[src/rtl/seq_alu.sv]
// seq_alu: handshaked, registered ALU. Single-cycle ops finish one cycle after
// accept; signed MUL and DIV iterate one bit per cycle for WIDTH cycles.
// The result and flags are held in DONE until the consumer takes them.
module seq_alu #(
  parameter int WIDTH = 32
) (
  input  logic             clk,
  input  logic             rst_n,
  input  logic             in_valid,
  output logic             in_ready,
  input  logic [3:0]       command,
  input  logic [WIDTH-1:0] operand_1,
  input  logic [WIDTH-1:0] operand_2,
  output logic             out_valid,
  input  logic             out_ready,
  output logic [WIDTH-1:0] result,
  output logic             flag_z,
  output logic             flag_n,
  output logic             flag_c,
  output logic             flag_v,
  output logic             flag_dz,
  output logic             busy
);

  localparam int MSB = WIDTH - 1;
  localparam int SW  = $clog2(WIDTH);
  localparam int CW  = $clog2(WIDTH) + 1;
  localparam logic [WIDTH-1:0] ONE     = WIDTH'(1);
  localparam logic [WIDTH-1:0] MOSTNEG = {1'b1, {(WIDTH-1){1'b0}}};

  // Opcode encodings mirror the shared ALU macro table (ADDALU .. BUFALU)
  localparam logic [3:0] OP_ADD  = 4'd0;
  localparam logic [3:0] OP_SUB  = 4'd1;
  localparam logic [3:0] OP_INC  = 4'd2;
  localparam logic [3:0] OP_DEC  = 4'd3;
  localparam logic [3:0] OP_MUL  = 4'd4;
  localparam logic [3:0] OP_DIV  = 4'd5;
  localparam logic [3:0] OP_SHL  = 4'd6;
  localparam logic [3:0] OP_SHR  = 4'd7;
  localparam logic [3:0] OP_INV  = 4'd8;
  localparam logic [3:0] OP_AND  = 4'd9;
  localparam logic [3:0] OP_OR   = 4'd10;
  localparam logic [3:0] OP_NAND = 4'd11;
  localparam logic [3:0] OP_NOR  = 4'd12;
  localparam logic [3:0] OP_XOR  = 4'd13;
  localparam logic [3:0] OP_XNOR = 4'd14;
  localparam logic [3:0] OP_BUF  = 4'd15;

  typedef enum logic [1:0] {IDLE, CALC, DONE} state_t;

  state_t              state_reg, state_next;
  logic [CW-1:0]       count_reg;
  logic [2*WIDTH-1:0]  acc_reg;     // MUL: {high partial, multiplier}; DIV: low half = dividend/quotient
  logic [WIDTH-1:0]    dvs_reg;     // magnitude of operand_2 (multiplicand or divisor)
  logic [WIDTH-1:0]    rem_reg;     // DIV partial remainder
  logic                neg_reg;     // operand signs differ: negate final magnitude
  logic                is_mul_reg;
  logic                divov_reg;   // most-negative / -1
  logic [WIDTH-1:0]    result_reg;
  logic                z_reg, n_reg, c_reg, v_reg, dz_reg;

  logic accept, is_iter, last_iter;

  assign in_ready  = (state_reg == IDLE);
  assign out_valid = (state_reg == DONE);
  assign busy      = (state_reg == CALC);
  assign result    = result_reg;
  assign flag_z    = z_reg;
  assign flag_n    = n_reg;
  assign flag_c    = c_reg;
  assign flag_v    = v_reg;
  assign flag_dz   = dz_reg;

  assign accept    = in_valid && in_ready;
  assign is_iter   = (command == OP_MUL) || ((command == OP_DIV) && (operand_2 != '0));
  assign last_iter = (count_reg == CW'(WIDTH - 1));

  // State register
  always_ff @(posedge clk or negedge rst_n) begin
    if (!rst_n) state_reg <= IDLE;
    else        state_reg <= state_next;
  end

  // Next-state logic
  always_comb begin
    state_next = state_reg;
    case (state_reg)
      IDLE:    if (accept) state_next = is_iter ? CALC : DONE;
      CALC:    if (last_iter) state_next = DONE;
      DONE:    if (out_ready) state_next = IDLE;
      default: state_next = IDLE;
    endcase
  end

  // Single-cycle ops, evaluated on the live operands at accept
  logic [WIDTH-1:0] sc_result, other;
  logic [WIDTH:0]   ext;
  logic             sc_c, sc_v, sc_dz, shift_big;
  assign shift_big = |operand_2[WIDTH-1:SW];
  always_comb begin
    sc_result = '0;
    other     = '0;
    ext       = '0;
    sc_c      = 1'b0;
    sc_v      = 1'b0;
    sc_dz     = 1'b0;
    case (command)
      OP_ADD, OP_INC: begin
        other     = (command == OP_INC) ? ONE : operand_2;
        ext       = {1'b0, operand_1} + {1'b0, other};
        sc_result = ext[WIDTH-1:0];
        sc_c      = ext[WIDTH];
        sc_v      = (operand_1[MSB] == other[MSB]) && (sc_result[MSB] != operand_1[MSB]);
      end
      OP_SUB, OP_DEC: begin
        other     = (command == OP_DEC) ? ONE : operand_2;
        ext       = {1'b0, operand_1} - {1'b0, other};
        sc_result = ext[WIDTH-1:0];
        sc_c      = ext[WIDTH];
        sc_v      = (operand_1[MSB] != other[MSB]) && (sc_result[MSB] != operand_1[MSB]);
      end
      OP_DIV: begin
        // only reached with a zero divisor
        sc_result = '1;
        sc_dz     = 1'b1;
      end
      OP_SHL:  sc_result = shift_big ? '0 : (operand_1 << operand_2[SW-1:0]);
      OP_SHR:  sc_result = shift_big ? '0 : (operand_1 >> operand_2[SW-1:0]);
      OP_INV:  sc_result = ~operand_1;
      OP_AND:  sc_result = operand_1 & operand_2;
      OP_OR:   sc_result = operand_1 | operand_2;
      OP_NAND: sc_result = ~(operand_1 & operand_2);
      OP_NOR:  sc_result = ~(operand_1 | operand_2);
      OP_XOR:  sc_result = operand_1 ^ operand_2;
      OP_XNOR: sc_result = ~(operand_1 ^ operand_2);
      OP_BUF:  sc_result = operand_1;
      default: sc_result = '0;
    endcase
  end

  // One iteration step of shift-add multiply / restoring divide, plus final sign fix
  logic [WIDTH:0]     mul_sum, trial;
  logic [2*WIDTH-1:0] mul_next, prod, acc_next;
  logic [WIDTH-1:0]   rem_next, quo_next, quo_signed, fin_result, mag1, mag2;
  logic               ge, mul_v, fin_v;
  assign mag1 = operand_1[MSB] ? -operand_1 : operand_1;
  assign mag2 = operand_2[MSB] ? -operand_2 : operand_2;
  always_comb begin
    mul_sum    = {1'b0, acc_reg[2*WIDTH-1:WIDTH]} + {1'b0, dvs_reg};
    mul_next   = acc_reg[0] ? {mul_sum, acc_reg[WIDTH-1:1]} : {1'b0, acc_reg[2*WIDTH-1:1]};
    trial      = {rem_reg, acc_reg[WIDTH-1]};
    ge         = (trial >= {1'b0, dvs_reg});
    rem_next   = ge ? (trial[WIDTH-1:0] - dvs_reg) : trial[WIDTH-1:0];
    quo_next   = {acc_reg[WIDTH-2:0], ge};
    acc_next   = is_mul_reg ? mul_next : {acc_reg[2*WIDTH-1:WIDTH], quo_next};
    prod       = neg_reg ? -mul_next : mul_next;
    mul_v      = !((&prod[2*WIDTH-1:WIDTH-1]) || (~|prod[2*WIDTH-1:WIDTH-1]));
    quo_signed = neg_reg ? -quo_next : quo_next;
    fin_result = is_mul_reg ? prod[WIDTH-1:0] : quo_signed;
    fin_v      = is_mul_reg ? mul_v : divov_reg;
  end

  // Datapath: latch operands on accept, iterate in CALC, register result and flags
  always_ff @(posedge clk or negedge rst_n) begin
    if (!rst_n) begin
      count_reg  <= '0;
      acc_reg    <= '0;
      dvs_reg    <= '0;
      rem_reg    <= '0;
      neg_reg    <= 1'b0;
      is_mul_reg <= 1'b0;
      divov_reg  <= 1'b0;
      result_reg <= '0;
      z_reg      <= 1'b0;
      n_reg      <= 1'b0;
      c_reg      <= 1'b0;
      v_reg      <= 1'b0;
      dz_reg     <= 1'b0;
    end else if (accept) begin
      count_reg  <= '0;
      acc_reg    <= {{WIDTH{1'b0}}, mag1};
      dvs_reg    <= mag2;
      rem_reg    <= '0;
      neg_reg    <= operand_1[MSB] ^ operand_2[MSB];
      is_mul_reg <= (command == OP_MUL);
      divov_reg  <= (operand_1 == MOSTNEG) && (&operand_2);
      if (!is_iter) begin
        result_reg <= sc_result;
        z_reg      <= (sc_result == '0);
        n_reg      <= sc_result[MSB];
        c_reg      <= sc_c;
        v_reg      <= sc_v;
        dz_reg     <= sc_dz;
      end
    end else if (state_reg == CALC) begin
      count_reg <= count_reg + 1'b1;
      acc_reg   <= acc_next;
      rem_reg   <= rem_next;
      if (last_iter) begin
        result_reg <= fin_result;
        z_reg      <= (fin_result == '0);
        n_reg      <= fin_result[MSB];
        c_reg      <= 1'b0;
        v_reg      <= fin_v;
        dz_reg     <= 1'b0;
      end
    end
  end

endmodule

[config.mk]
export PLATFORM = sky130hd
export DESIGN_NAME = seq_alu
export DESIGN_NICKNAME = d
export VERILOG_FILES = /design/src/rtl/seq_alu.sv
export SDC_FILE = /design/constraint.sdc
export NUM_CORES = 1
export LEC_CHECK = 0
export CAP_MARGIN = 20
export CELL_PAD_IN_SITES_DETAIL_PLACEMENT = 1
export CELL_PAD_IN_SITES_GLOBAL_PLACEMENT = 2
export CORE_UTILIZATION = 41
export DETAILED_ROUTE_END_ITERATION = 12
export GPL_TIMING_DRIVEN = 0
export PLACE_DENSITY = 0.91
export SLEW_MARGIN = 20
export SYNTH_ARGS = -nofsm -noshare
export SYNTH_HDL_FRONTEND = slang
export SYNTH_SLANG_ARGS = --single-unit
[constraint.sdc]
create_clock -name clk -period 12.85 [get_ports clk]
set_clock_uncertainty 0.05 [all_clocks]
set_input_delay 1.285 -clock clk [delete_from_list [all_inputs] [get_ports clk]]
set_output_delay 1.285 -clock clk [all_outputs]
set_load 0.1 [all_outputs]
==> insert_results.sql <==
INSERT INTO impl_metrics (metric_group, metric, value, unit) VALUES
('status', 'run_status', 'completed', ''),
('critical_path', 'most_common_cell_on_crit_path', 'sky130_fd_sc_hd__clkbuf_1', ''),
('final_layout', 'layout.filler_cells', '8292', ''),
('drt', 'drt.antenna.violating_nets', '0', ''),
('critical_path', 'worstSetupStartpointType', 'primary input', ''),
('critical_path', 'crit_path_max_incr_delay', '870', 'ps'),
('global_route', 'grt_start_max_net_pins', '91', ''),
('critical_path', 'worst_path_max_delay_cell', 'sky130_fd_sc_hd__clkbuf_1', ''),
('global_route', 'grt_usage', '42.9', '%'),
('final_layout', 'syn_to_final_growth', '10.6', '%'),
('critical_path', 'worstReg2RegEnd', 'flag_z', ''),
('place', 'numPlacedInstances', '4595', ''),
('die', 'fp.dieArea', '67500', 'sq um'),
('drt', 'drcViolationCount', '0', ''),
('die', 'start_util', '41.4', '%'),
('clocking', 'post-cts-setup-buffer-count', '0', ''),
('drt', 'drt_pre_antenna_iters', '6', ''),
('drt', 'routed-via-count', '31200', ''),
('critical_path', 'critical_setup_path_class', 'primary input to register', ''),
('die', 'num_rows', '94', ''),
('min_path', 'classification_of_the_worst_slack_hold_path', 'register to register', ''),
('critical_path', 'rr_startpoint', 'dvs_reg[1]', ''),
('synthesis', 'synth_enable_flop_cells', '0', ''),
('die', 'io_pins', '112', ''),
('drt', 'vias_per_cell', '6.74', ''),
('drt', 'met1Wirelength', '55900', 'microns'),
('die', 'die-width', '260', 'microns'),
('clocking', 'cts_made_buffers', '17', ''),
('clocking', 'numClockSinks', '175', ''),
('synthesis', 'avgSynthCellArea', '7.54', 'sq um'),
('pwr', 'vdd_ir_drop_max', '0.000118', 'V'),
('drt', 'postRouteWirelength', '147000', 'microns'),
('place', 'gp_routability_congestion', '1.06', ''),
('drt', 'wl_per_cell', '31.8', 'microns'),
('pwr', 'power_density', '189', 'nW/um^2'),
('clocking', 'root_buffer', 'sky130_fd_sc_hd__clkbuf_16', ''),
('timing', 'worst_slack', '937', 'ps'),
('global_route', 'number_of_antenna_violations_at_the_first_check_in_global_routing', '7', ''),
('clocking', 'path_clk_slew', '90', 'ps'),
('clocking', 'tritoncts_clock_tree', 'yes', ''),
('place', 'dp_hpwl', '118000', 'microns'),
('place', 'post-place-ws', '1100', 'ps'),
('synthesis', 'synth.distinct_cells', '92', ''),
('critical_path', 'worst-endpoint-arrival', '12260', 'ps'),
('die', 'design.core.area', '65700', 'sq um'),
('synthesis', 'yosys_warning_total', '0', ''),
('clocking', 'cts.repair.resized', '0', ''),
('critical_path', 'crit_path_end_kind', 'register', ''),
('synthesis', 'synthesized_area', '27200', 'sq um'),
('final_layout', 'layout-drive-gt1-share', '6.14', '%'),
('clocking', 'clockBufferDepth', '2', ''),
('min_path', 'worstHoldStart', 'result[8]', ''),
('pwr', 'p_total', '0.00571', 'W'),
('critical_path', 'worst-endpoint-required', '13200', 'ps'),
('drt', 'met2RoutedLength', '65500', 'microns'),
('drt', 'drtIter0Drc', '3255', ''),
('timing', 'final.setup.tns', '0', 'ps'),
('die', 'fp.dieH', '260', 'microns'),
('global_route', 'grt_pass1_wl', '212000', 'microns'),
('drt', 'route.met3.wl', '11200', 'microns'),
('timing', 'tightestPinTransition', '1240', 'ps'),
('synthesis', 'ys_seq_elements', '175', ''),
('min_path', 'min_to', 'result[8]', ''),
('place', 'place.port_buffers', '110', ''),
('synthesis', 'async_reset_ff_share', '100', '%'),
('clocking', 'clk-insertion-delay-late', '470', 'ps'),
('clocking', 'h-tree-depth', '4', ''),
('synthesis', 'seq_area_frac_synth', '16.1', '%'),
('timing', 'maxClockFrequency', '83.9', 'MHz'),
('drt', 'maxUsedRoutingLayer', 'met5', ''),
('critical_path', 'crit_path_max_fanout', '10', '');
worst max-delay path by stage:
stage                from      to  slack, ps  depth (start not counted)
6_report       command[0]  flag_z        940                         25
5_1_grt        command[0]  flag_z       1000                         25
4_1_cts        command[0]  flag_z       1560                         25
3_5_place_dp   command[0]  flag_z       1100                         25
3_3_place_gp   command[0]  flag_z       1130                         25
2_1_floorplan  command[1]  flag_z       5820                         25
area by class of cell:
type	instances	area, sq um	area share (%)
diodes	4	10.0	0.0332
plain buffers	280	1080	3.58
clock buffers	19	443	1.47
clock inverters	13	150	0.498
inverters	148	556	1.84
multi-input cells	3012	21300	70.6
flip-flops and latches	175	4380	14.5
well taps	864	1080	3.59
repair buffers	117	1170	3.88
power by group:
part           switching (W)  leakage [nW]  internal (W)
sequential          0.000270          2.25      0.000744
clock               0.000263         0.291      0.000296
combinational        0.00283          9.55       0.00130
total                0.00337          12.1       0.00234
per-stage QoR:
stage | util (%) | cell area, sq um
final | 45.9 | 30100
after global routing | 45.8 | 30100
after CTS | 45.8 | 30100
after detailed placement | 44.9 | 29500
after global placement | 44.8 | 29400
after floorplan | - | 27200
cell usage in the layout, fill, tap and decap left out, drive strengths merged, types with 34 or more instances in the layout:
cell	instances
nand2	404
o21ai	342
nor2	294
clkbuf	243
a21oi	234
ha	199
dfrtp	175
inv	146
xnor2	133
nand3	120
mux2i	119
clkdlybuf4s50	109
mux4	90
xor2	82
a21o	66
o211ai	64
buf	64
nor3	58
nand4	55
o31ai	53
nand2b	48
or3	45
a31oi	39
a211oi	39
mux2	36
nor2b	34
kinds of logic after synthesis:
family,Yosys count,share of synthesized area [%]
flip-flops,175,16.1
adder cells (fa/ha/maj),203,9.43
AO/OA/AOI/OAI,1122,26.6
XOR/XNOR,215,6.91
buffers and inverters,428,5.99
AND/OR/NAND/NOR,1227,21.7
multiplexers,245,13.3
worst max-delay path: cells and delay by family:
| kind | cells | cell delay [ps] |
|---|---|---|
| fa+ha+maj | 2 | 660 |
| compound gates | 8 | 3150 |
| buf+inv | 7 | 4140 |
| simple gates | 8 | 2980 |
Yosys cell counts, types with 17 or more instances:
library cell / n / area share, %
sky130_fd_sc_hd__a211o_1: 17 / 0.55
sky130_fd_sc_hd__a211oi_1: 39 / 1.1
sky130_fd_sc_hd__a21o_1: 66 / 1.8
sky130_fd_sc_hd__a21oi_1: 234 / 4.3
sky130_fd_sc_hd__a221oi_1: 32 / 1.0
sky130_fd_sc_hd__a31oi_1: 39 / 0.90
sky130_fd_sc_hd__and2_1: 19 / 0.44
sky130_fd_sc_hd__and3_1: 24 / 0.55
sky130_fd_sc_hd__buf_1: 50 / 0.69
sky130_fd_sc_hd__clkbuf_1: 223 / 3.1
sky130_fd_sc_hd__dfrtp_1: 175 / 16
sky130_fd_sc_hd__ha_1: 199 / 9.1
sky130_fd_sc_hd__inv_1: 139 / 1.9
sky130_fd_sc_hd__mux2_2: 36 / 1.5
sky130_fd_sc_hd__mux2i_1: 119 / 4.4
sky130_fd_sc_hd__mux4_2: 90 / 7.4
sky130_fd_sc_hd__nand2_1: 404 / 5.6
sky130_fd_sc_hd__nand2b_1: 48 / 1.1
sky130_fd_sc_hd__nand3_1: 120 / 2.2
sky130_fd_sc_hd__nand4_1: 53 / 1.2
sky130_fd_sc_hd__nor2_1: 294 / 4.0
sky130_fd_sc_hd__nor2b_1: 34 / 0.78
sky130_fd_sc_hd__nor3_1: 57 / 1.0
sky130_fd_sc_hd__nor4_1: 28 / 0.64
sky130_fd_sc_hd__o211ai_1: 64 / 1.8
sky130_fd_sc_hd__o21a_1: 21 / 0.58
sky130_fd_sc_hd__o21ai_0: 339 / 6.2
sky130_fd_sc_hd__o21bai_1: 19 / 0.52
sky130_fd_sc_hd__o31ai_1: 53 / 1.5
sky130_fd_sc_hd__o41ai_1: 17 / 0.55
sky130_fd_sc_hd__or3_1: 44 / 1.0
sky130_fd_sc_hd__or4_1: 22 / 0.61
sky130_fd_sc_hd__xnor2_1: 133 / 4.3
sky130_fd_sc_hd__xor2_1: 82 / 2.6
per-layer routing:
| layer | vias up | track usage, % |
|---|---|---|
| li1 | 13600 | - |
| met1 | 15500 | 49.8 |
| met2 | 1554 | 68.5 |
| met3 | 531 | 8.45 |
| met4 | 4 | 35.6 |
| met5 | - | 0 |
No activity file was read; power rests on OpenSTA's default activity.
